$ cat config.mk
export PLATFORM = sky130hd
export DESIGN_NAME = switch_bounce_emulator
export DESIGN_NICKNAME = d
export VERILOG_FILES = /design/src/rtl/switch_bounce_emulator_pkg.sv /design/src/rtl/switch_bounce_emulator_lfsr.sv /design/src/rtl/switch_bounce_emulator.sv
export SDC_FILE = /design/constraint.sdc
export NUM_CORES = 1
export LEC_CHECK = 0
export ABC_CLOCK_PERIOD_IN_PS = 6500
export CORE_UTILIZATION = 60
export CTS_CLUSTER_SIZE = 24
export DETAILED_ROUTE_END_ITERATION = 10
export PLACE_DENSITY_LB_ADDON = 0.1
export SLEW_MARGIN = 0
export SYNTH_ARGS = -nofsm -noshare
export SYNTH_HDL_FRONTEND = slang
export SYNTH_SLANG_ARGS = --single-unit
export TNS_END_PERCENT = 5
$ cat constraint.sdc
create_clock -name clk -period 6.5 [get_ports clk]
set_input_delay 0.65 -clock clk [delete_from_list [all_inputs] [get_ports clk]]
set_output_delay 0.65 -clock clk [all_outputs]
set_load 0.005 [all_outputs]
$ cat src/rtl/switch_bounce_emulator_pkg.sv
// Shared types and constants for the switch bounce emulator.
package sw_emu_pkg;

  typedef enum logic [1:0] {
    S_LOW         = 2'd0,
    S_BOUNCE_RISE = 2'd1,
    S_HIGH        = 2'd2,
    S_BOUNCE_FALL = 2'd3
  } sw_emu_state_t;

  localparam logic [15:0] LFSR_TAPS         = 16'hB400;
  localparam logic [15:0] LFSR_SEED_DEFAULT = 16'hACE1;

  // Right-shifting Galois step; feedback enters at the tap mask when bit 0 falls out.
  function automatic logic [15:0] lfsr_next(input logic [15:0] q);
    return q[0] ? ((q >> 1) ^ LFSR_TAPS) : (q >> 1);
  endfunction

endpackage

$ cat src/rtl/switch_bounce_emulator_lfsr.sv
// 16-bit Galois LFSR driving the bounce segment lengths.
// A zero seed would lock the register at zero, so it is replaced by 16'h0001.
module sw_emu_lfsr
  import sw_emu_pkg::*;
(
  input  logic        clk,
  input  logic        rst,
  input  logic [15:0] seed,
  output logic [15:0] q
);

  always_ff @(posedge clk) begin
    if (rst) q <= (seed == 16'h0000) ? 16'h0001 : seed;
    else     q <= lfsr_next(q);
  end

endmodule

$ cat src/rtl/switch_bounce_emulator.sv
// Mechanical switch emulator: turns a clean request level into a pseudo-random
// glitch burst of BOUNCE_WINDOW cycles followed by a stable level. Optional
// transition counter output glitch_cnt is enabled by `define SW_EMU_STATS_EN.
//
//   state         | meaning
//   S_LOW         | stable low, waiting for press_req=1
//   S_BOUNCE_RISE | bouncing, settles high
//   S_HIGH        | stable high, waiting for press_req=0
//   S_BOUNCE_FALL | bouncing, settles low
module switch_bounce_emulator
  import sw_emu_pkg::*;
#(
  parameter int          BOUNCE_WINDOW = 500000,
  parameter int          GLITCH_W      = 12,
  parameter logic [15:0] LFSR_SEED     = LFSR_SEED_DEFAULT
) (
  input  logic        clk,
  input  logic        rst,
  input  logic        press_req,
  output logic        sw_out,
  output logic        busy,
  output logic        settled
`ifdef SW_EMU_STATS_EN
  ,
  output logic [15:0] glitch_cnt
`endif
);

  localparam int WIN_W = $clog2(BOUNCE_WINDOW);

  sw_emu_state_t       state_q, state_d;
  logic                sw_d, busy_d, settled_d;
  logic [WIN_W-1:0]    win_q, win_d;
  logic [GLITCH_W-1:0] seg_q, seg_d;
  logic [15:0]         lfsr_q;
  logic                final_lvl;
  logic                unused_lfsr_bits;

  sw_emu_lfsr u_lfsr (
    .clk  (clk),
    .rst  (rst),
    .seed (LFSR_SEED),
    .q    (lfsr_q)
  );

  assign unused_lfsr_bits = ^lfsr_q;
  assign final_lvl        = (state_q == S_BOUNCE_RISE);

  always_comb begin
    state_d   = state_q;
    sw_d      = sw_out;
    busy_d    = busy;
    settled_d = 1'b0;
    win_d     = win_q;
    seg_d     = seg_q;
    case (state_q)
      S_LOW, S_HIGH: begin
        // Entry drives the new level immediately: the early edge of the burst.
        if (press_req != (state_q == S_HIGH)) begin
          state_d = (state_q == S_LOW) ? S_BOUNCE_RISE : S_BOUNCE_FALL;
          sw_d    = press_req;
          busy_d  = 1'b1;
          win_d   = WIN_W'(BOUNCE_WINDOW - 1);
          seg_d   = lfsr_q[GLITCH_W-1:0];
        end
      end
      default: begin
        // Window expiry has priority over a coinciding segment expiry.
        if (win_q == '0) begin
          state_d   = final_lvl ? S_HIGH : S_LOW;
          sw_d      = final_lvl;
          busy_d    = 1'b0;
          settled_d = 1'b1;
        end else begin
          win_d = win_q - WIN_W'(1);
          if (seg_q == '0) begin
            sw_d  = ~sw_out;
            seg_d = lfsr_q[GLITCH_W-1:0];
          end else begin
            seg_d = seg_q - GLITCH_W'(1);
          end
        end
      end
    endcase
  end

  always_ff @(posedge clk) begin
    if (rst) begin
      state_q <= S_LOW;
      sw_out  <= 1'b0;
      busy    <= 1'b0;
      settled <= 1'b0;
      win_q   <= '0;
      seg_q   <= '0;
    end else begin
      state_q <= state_d;
      sw_out  <= sw_d;
      busy    <= busy_d;
      settled <= settled_d;
      win_q   <= win_d;
      seg_q   <= seg_d;
    end
  end

`ifdef SW_EMU_STATS_EN
  logic [15:0] gc_d;
  logic        bouncing;

  assign bouncing = (state_q == S_BOUNCE_RISE) || (state_q == S_BOUNCE_FALL);

  always_comb begin
    gc_d = glitch_cnt;
    if (!bouncing && (state_d != state_q))
      gc_d = 16'd1;
    else if (bouncing && (sw_d != sw_out) && (glitch_cnt != 16'hFFFF))
      gc_d = glitch_cnt + 16'd1;
  end

  always_ff @(posedge clk) begin
    if (rst) glitch_cnt <= 16'd0;
    else     glitch_cnt <= gc_d;
  end
`endif

endmodule

---- Yosys cells after proc, flatten, opt, wreduce, memory -nomap -nowiden ----
Cells that the tools add are included.
storage, ports and cells
  memories kept ........................... 0
  bits in latches ......................... 0
  ROM bits ................................ 0
  word-level logic and storage cells ...... 47
  output and inout bits ................... 3
  bits in writable memories ............... 0
  input bits .............................. 3
  register bits after elaboration ......... 52
cells by class
  reduce and logical (&&, ||, !) cells .... 10
  add/sub/neg operators ................... 2
  shift operators ......................... 0
  bitwise logic cells ..................... 2
  multipliers ............................. 0
  divide/modulo/power cells ............... 0
  magnitude comparators ................... 0
  eq/ne operators ......................... 5
  muxes and demuxes ....................... 21
operators with widths
  operator                                                                 count
  19-bit two-way mux                                                       3
  12-bit two-way mux                                                       4
  19-bit logical NOT                                                       1
  19-bit by 1-bit subtractor with 19-bit output, second input constant     1
  16-bit two-way mux                                                       1
  12-bit logical NOT                                                       1
  12-bit by 1-bit subtractor with 12-bit output, second input constant     1
  2-bit two-way mux                                                        5
  1-bit two-way mux                                                        8
  2-bit AND reduction                                                      3
  3-bit inverter with 4-bit output                                         1
  3-bit nonzero test                                                       1
  3-bit OR reduction                                                       1
  2-bit by 1-bit == test with 1-bit output, second input constant          1
  2-bit == test, second input constant                                     1
  2-bit logical NOT                                                        1
  2-bit by 1-bit inequality test with 1-bit output, second input constant  1
  2-bit inequality test, second input constant                             1
  2-bit nonzero test                                                       1
  2-bit OR reduction                                                       1
  1-bit inequality test                                                    1
  1-bit inverter                                                           1

---- Depth between registers and ports, before layout ----
Gate-level depths: netlist (run 1).
  depth in word-level cells ............... 4
  gate-level depth with buffers ........... 9
  depth with buffers taken out ............ 7

---- Modules after synthesis ----
Synthesis (run 1) repeated with hierarchy kept, for this count alone.
second synthesis, totals
  cells, all modules ...................... 317
  area, all modules ....................... 2840.2 µm²
modules (own cells, without submodules)
  module                  cells an instance  sequential area each (µm²)  area each (µm²)  times used
  switch_bounce_emulator  270                700.7                       2249.7           1
  sw_emu_lfsr             47                 320.3                       590.6            1

---- Worst setup path before layout (run 1) ----
Ideal clock, no wire load.
  path type ............................... reg2reg
  from .................................... register state_q[0]
  to ...................................... register win_q[6]
  required time ........................... 6.385 ns
  setup time .............................. 0.115 ns
  path buffers ............................ 0
  arrival time ............................ 2.061 ns
  cell stages (with the launch flop) ...... 8
  period minus slack after synthesis ...... 2.175 ns
  setup slack ............................. 4.325 ns
  cells stage by stage .................... dfxtp_1 -> inv_1 -> ha_1 -> or4b_2 -> nor2_1 -> o21ai_0 -> o311a_1 -> o21a_1
on the way
  cells in the longest elaborated chain, start to end .. 4
  elaborated cells between the ends (all ways) .. 8
  classes of those cells .................. 4 x eq/ne; 1 x mux; 3 x reduce/logical
RTL lines
  item                                                                                                        RTL line                                                    RTL
  start, declared                                                                                             switch_bounce_emulator.sv:31                                sw_emu_state_t state_q, state_d;
  start signal, assigned                                                                                      switch_bounce_emulator.sv:96                                state_q <= state_d;
  2-bit == test or 2-bit logical NOT (tied branches)                                                          switch_bounce_emulator.sv:56, switch_bounce_emulator.sv:59
  2-bit OR reduction or 1-bit inequality test (tied branches)                                                 switch_bounce_emulator.sv:56, switch_bounce_emulator.sv:59
  2-bit by 1-bit inequality test with 1-bit output (no source line) or 2-bit inequality test (tied branches)  --
  2-bit AND reduction (no source line)                                                                        --
  end signal, assigned                                                                                        switch_bounce_emulator.sv:100                               win_q <= win_d;
  end, declared                                                                                               switch_bounce_emulator.sv:33                                logic [WIN_W-1:0] win_q, win_d;
Several ways; a longest one is shown, not always the timed one.
A chain may end at the register's enable or synchronous reset.

---- Worst setup path in the final report (run 1) ----
  from .................................... register state_q[0]
  to ...................................... register seg_q[9]
on the way
  cells in the longest elaborated chain, start to end .. 4
  elaborated cells between the ends (all ways) .. 8
  classes of those cells .................. 4 x eq/ne; 1 x mux; 3 x reduce/logical
RTL lines
  item                                                                                                        RTL line                                                    RTL
  2-bit == test or 2-bit logical NOT (tied branches)                                                          switch_bounce_emulator.sv:56, switch_bounce_emulator.sv:59
  2-bit OR reduction or 1-bit inequality test (tied branches)                                                 switch_bounce_emulator.sv:56, switch_bounce_emulator.sv:59
  2-bit by 1-bit inequality test with 1-bit output (no source line) or 2-bit inequality test (tied branches)  --
  2-bit AND reduction (no source line)                                                                        --
  end signal, assigned                                                                                        switch_bounce_emulator.sv:101                               seg_q <= seg_d;
  end, declared                                                                                               switch_bounce_emulator.sv:34                                logic [GLITCH_W-1:0] seg_q, seg_d;
Several ways; a longest one is shown, not always the timed one.

==> impl_metrics.ini, run 1 <==
[status]
outcome = completed

[global_routing]
top_usage_layer = met2
antenna_found_initial = 0
grt_pass1_wl_um = 8742
grt_max_degree = 44
grt_usage_pct = 25.96
grt.met3_usage_pct = 5.137
grt_util_met1_pct = 31.77
grt_pass1_vias = 1917
grt-ovfl-total = 0
grt_util_met2_pct = 44.19

[cts]
cts_buffers = 5
cts.sinks = 51
tritoncts = done
cts_max_path_buffers = 2
postCtsSetupRepairBufs = 0
cts_root_buf = clkbuf_8
clk_pin_slew_ns = 0.10
postCtsResizedCells = 0
cts_max_level = 2
clkLatencyLatePin_ns = 0.31
cts_hold_buf = 0

[die]
dieArea_mm2 = 0.004457
die_y_um = 66.76
core-area_mm2 = 0.004000
fp.dieW_um = 66.76
num_rows = 23
boundaryPins = 6
start_util_pct = 62.90

[sta]
setup_viol = 0
slew_viol_final = 0
fin_setup_tns_ns = 0
worst_pin_slew_ns = 0.9215
max_freq_mhz = 358.9
grt_setup_unrepaired = no
finClkSkew_ns = 0.01411
hold_viol = 0
finalCritPeriodShare_pct = 42.87
timing.final.ws_setup_ns = 3.713
fin_crit_ns = 2.787
maxSlewHeadroom_pct = 38.33

[place]
post-dp-hpwl_um = 3476
numPortBuffers = 5
gp_congestion = 0.8190
post-place-ws_ns = 3.429

[synth]
avgSynthCellArea_um2 = 8.798
netlist_instances = 286
yosysSeqAreaShare_pct = 40.58
synth_nets = 295
yosys_warnings = 0
synth_edf_count = 0
synth_cell_types = 59
yosys-top-cells-area = dfxtp_1 (41%), nand2_1 (3.7%), a21oi_1 (3.6%)
synth-seq-cells = 51
ys_async_sr_fraction_pct = 0
yosysTopAreaCell = dfxtp_1
yosysTopAreaCellShare_pct = 40.58
synth_ff_type = dfxtp_1
syn_area_mm2 = 0.002516

[power]
p_sw_share_pct = 41.83
leakage_nw = 0.9854
p_sw_w = 0.0004980
combPwrFrac_pct = 45.7
pwr-share-clk_pct = 16.4
p_int_w = 0.0006926
vdd_ir_drop_max_v = 0.0002588
power_frac_seq_pct = 38.0
power_density_mw_per_mm2 = 445.3

[critical_path]
startpoint_type = flip-flop
crit_fanout = 18
required_ns = 6.71
cp-end-kind = flip-flop
criticalPathCategory = flip-flop to flip-flop
arrival_ns = 3.00

[route]
dr.pass1.iters = 4
wl_per_cell_um = 15.75
drc_errors = 0
drt_wl_total_um = 5277
initialDrtViolationCount = 135
ant_nets = 0
via_per_inst = 6.152
num_vias = 2061

[layout]
n_antenna_cell = 0
drive_gt1_share_pct = 10.18
syn_to_final_growth_pct = 6.265
layout.nets = 293

[worst_hold_path]
min_path_type = flip-flop to flip-flop

[job]
cap_viol_max_count = 0
[cell families (layout without fill, tap and decap cells)]
| kind of cell | Yosys count | count (layout) | synth area share (%) |
|---|---|---|---|
| adders and majority gates | 6 | 6 | 2.984 |
| AOI/OAI and AO/OA | 69 | 69 | 19.39 |
| xor gates and xnor gates | 8 | 8 | 2.785 |
| and+or+nand+nor | 120 | 120 | 26.65 |
| DFF | 51 | 51 | 40.58 |
| buffers and inverters | 23 | 22 | 3.779 |
| muxes | 9 | 9 | 3.829 |
[synth_stat cells, types with 2 or more instances]
cell type  instances
dfxtp_1           51
nand2_1           25
nor2_1            23
a21oi_1           18
clkbuf_1          13
nor3_1             9
or3_1              9
nor2b_1            8
inv_1              7
nor4_1             7
o21ai_0            7
or2_2              7
ha_1               6
nand3_1            6
o32ai_1            6
xnor2_1            6
a31oi_1            5
nand2b_1           5
o21a_1             5
mux2_2             4
mux2i_1            4
a32o_1             3
and3_1             3
nand3b_1           3
o211ai_1           3
a22oi_1            2
and2_1             2
nand4_1            2
o2111ai_1          2
o22ai_1            2
o311a_1            2
o31ai_1            2
o41ai_1            2
xor2_1             2
[flip-flops by register name (all words and copies together) (netlist names)]
register and count:
seg_q 12, settled 1, state_q 2, sw_out 1, u_lfsr.q 16, win_q 19
[per-layer routing]
metal | up-vias | share of wire (%) | routed length (um)
li1 | 1052 | - | -
met1 | 971 | 48 | 2517
met2 | 31 | 47 | 2484
met3 | 7 | 3.4 | 182
met4 | 0 | 1.7 | 92
met5 | - | 0 | 0
[worst max-delay path, cell delays in order, from the launching register on]
cell and delay [ns]:
dfxtp_1 0.43, inv_1 0.09, ha_1 0.26, nand3b_1 0.21
and2_1 0.38, a2bb2oi_1 0.79, o21ai_0 0.21, a32o_1 0.31
[power by group through the flow]
stage               Clock (W)  Sequential [W]  Combinational [W]
floorplan                   0        0.000439           0.000443
detailed placement          0        0.000457           0.000538
finish               0.000195        0.000452           0.000544
global placement            0        0.000456           0.000531
CTS                  0.000199        0.000451           0.000540
global route         0.000209        0.000462           0.000606
[cell type report]
class / count / area, um2
timing repair buffer: 7 / 65.06
fill: 350 / 1326
sequential: 51 / 1021
tap: 50 / 62.56
clock buffer: 6 / 82.58
multi-input combinational: 212 / 1400
clock inverter: 2 / 16.27
inverter: 7 / 26.28
[worst paths after layout]
check                           slack [ns]         start           end  cells after the start
worst max-delay path                  3.71    state_q[0]      seg_q[9]                      7
worst min-delay path                  0.42  u_lfsr.q[12]  u_lfsr.q[11]                      1
worst min register to register        0.42  u_lfsr.q[12]  u_lfsr.q[11]                      1
worst max register to register        3.71    state_q[0]      seg_q[9]                      7
[cells in the final DEF (no fill, tap or decap), types with 4 or more instances in the layout]
cell	n
xnor2_1	6
ha_1	6
nand2b_1	5
clkdlybuf4s50_1	5
or2_2	7
mux2i_1	4
inv_1	7
mux2_2	4
nor2_1	23
or3_1	9
nand3_1	6
nand2_1	25
nor2b_1	8
o21a_1	5
nor3_1	9
a31oi_1	5
nor4_1	7
a21oi_1	18
clkbuf_8	6
o32ai_1	6
dfxtp_1	51
o21ai_0	7
[stage by stage]
step / power (W) / instance area [um2] / cells / utilization [%] / hold WS, ns
4_1_cts: 0.001190 / 2674 / 335 / 66.84 / 0.4201
3_3_place_gp: 0.0009863 / 2575 / 327 / 64.37 / 0.3925
5_1_grt: 0.001277 / 2674 / 335 / 66.84 / 0.4470
6_report: 0.001191 / 2674 / 335 / 66.84 / 0.4185
2_1_floorplan: 0.0008819 / 2516 / 286 / - / 0.3895
3_5_place_dp: 0.0009954 / 2575 / 327 / 64.37 / 0.3977
Power figures use the tool's default switching activity.
==> run 2, diff against run 1 <==
--- a/config.mk
+++ b/config.mk
@@ -5,7 +5,7 @@
 export SDC_FILE = /design/constraint.sdc
 export NUM_CORES = 1
 export LEC_CHECK = 0
-export ABC_CLOCK_PERIOD_IN_PS = 6500
+export ABC_CLOCK_PERIOD_IN_PS = 2600
 export CORE_UTILIZATION = 60
 export CTS_CLUSTER_SIZE = 24
 export DETAILED_ROUTE_END_ITERATION = 10
==> constraint.sdc (replaced) <==
create_clock -name clk -period 2.6 [get_ports clk]
set_input_delay 0.26 -clock clk [delete_from_list [all_inputs] [get_ports clk]]
set_output_delay 0.26 -clock clk [all_outputs]
set_load 0.005 [all_outputs]
==> run 2 against run 1 <==
  * Die area did not move
  * Non-clock buffer count rose by 7
  * Clock power rose by 140%
  * Global-route usage fell by 1.4 points
  * Register-to-register slack got worse by 3.5 ns
  * Cell count rose by 2.1%
  * Clock-buffer cell count rose by 1
  * Core utilization rose by 1.4 points
  * Critical path type unchanged
  * Largest cell class unchanged
  * Largest power group unchanged
==> impl_metrics.ini, run 2 (synthesis results as in run 1) <==
[layout]
final_area_mm2 = 0.002729
fill_cells = 334
largest_reg_flops = 19
top_regs = win_q x19, u_lfsr.q x16, seg_q x12
drive_gt1_share_pct = 12.33
seq_area_mm2 = 0.001021
n_antenna_cell = 0
utilization_pct = 68.22
multiInputGateArea_mm2 = 0.001406
final_common_cell = dfxtp_1
layout_common_cells = dfxtp_1 (51), nand2_1 (25), nor2_1 (23)
layout.nets = 300
syn_to_final_growth_pct = 8.454
top_register = win_q

[route]
num_vias = 2087
wl_per_cell_um = 15.10
via_per_inst = 6.102
dr.pass1.iters = 4
ant_nets = 0
drt_wl_total_um = 5165
drc_errors = 0
initialDrtViolationCount = 199

[sta]
fin_crit_ns = 2.386
fin_setup_tns_ns = 0
setup_viol = 0
finClkSkew_ns = 0.01150
slew_viol_final = 0
maxSlewHeadroom_pct = 61.16
grt_setup_unrepaired = no
finalCritPeriodShare_pct = 91.77
worst_pin_slew_ns = 0.5821
max_freq_mhz = 419.1
hold_viol = 0

[critical_path]
crit_fanout = 5
cp.buffers_inverters = 1
arrival_ns = 2.59
criticalPathCategory = flip-flop to flip-flop
cp_cell_sequence = inv_1 -> ha_1 -> or4b_2 -> nor2_1 -> o21ai_0 -> o311a_1 -> o21a_1
required_ns = 2.81
cp-end-kind = flip-flop
critPathMaxStageDelay_ns = 0.70
rr_worst_depth = 7
cp_num_cells = 7
cpMaxStageDelayCell = or4b_2
cp_top_family = simple AND/OR/NAND/NOR gates
startpoint_type = flip-flop

[die]
dieArea_mm2 = 0.004457
fp.dieW_um = 66.76
die_y_um = 66.76
num_rows = 23
core-area_mm2 = 0.004000
start_util_pct = 62.90
boundaryPins = 6

[place]
post-dp-hpwl_um = 3585
place_area_mm2 = 0.002628
numPortBuffers = 5
gp_congestion = 0.7869

[status]
outcome = completed

[global_routing]
antenna_found_initial = 0
grt_usage_pct = 24.53
grt_pass1_wl_um = 8266
grt_max_degree = 43
grt_pass1_vias = 1848
grt-ovfl-total = 0

[cts]
cts_root_buf = clkbuf_8
postCtsSetupRepairBufs = 0
clk_pin_slew_ns = 0.09
cts_max_path_buffers = 2
clkLatencyLatePin_ns = 0.30
cts.sinks = 51
tritoncts = done
cts_max_level = 2
cts_buffers = 5

[power]
power_density_mw_per_mm2 = 1113
vdd_ir_drop_max_v = 0.0006823
leakage_nw = 1.020

[worst_hold_path]
min_path_type = flip-flop to flip-flop
hold_depth = 1

[job]
cap_viol_max_count = 0
==> run 2: what timing repair did <==
item,CTS,global route
gates resized for setup,0,1
endpoints found under the hold margin,0,0
setup endpoints to repair,0,3
hold buffers,0,0
==> run 2: layout make-up <==
type,count,area share (%)
Clock buffer,7,3.164
Clock inverter,1,0.3210
Inverter,7,0.9629
Multi-Input combinational cell,212,51.54
Sequential cell,51,37.41
Tap cell,50,2.293
Timing Repair Buffer,14,4.310
==> run 2: power by group <==
| group | internal [W] | total, W | leakage (nW) | switching, W |
|---|---|---|---|---|
| sequential | 0.000954 | 0.00113 | 0.422 | 0.000174 |
| combinational | 0.000628 | 0.00144 | 0.550 | 0.000815 |
| clock | 0.000218 | 0.000467 | 0.0484 | 0.000248 |
| total | 0.00180 | 0.00304 | 1.02 | 0.00124 |
==> run 2: final timing paths <==
kind / slack (ns) / startpoint / endpoint
worst max-delay path: 0.21 / state_q[0] / win_q[6]
worst min-delay path: 0.43 / u_lfsr.q[12] / u_lfsr.q[11]
worst max register to register: 0.21 / state_q[0] / win_q[6]
worst min register to register: 0.43 / u_lfsr.q[12] / u_lfsr.q[11]
==> run 2: metal layers <==
metal	track usage [%]	vias up	share of wire, %
met2	44.32	36	50
met4	7.979	0	1.2
met3	4.795	7	2.9
met1	28.59	978	46
met5	0	-	0
li1	-	1066	-
==> run 2: metrics by stage <==
stage                     std cells  hold slack, ns  power (W)  setup WS (ns)
after floorplan                 286          0.3895   0.002205         0.4249
after global placement          334          0.3929   0.002546         0.1671
after detailed placement        334          0.4154   0.002558         0.1057
after CTS                       342          0.4334   0.003028        0.07818
after global routing            342          0.4460   0.003264        0.07796
final                           342          0.4309   0.003037         0.2141
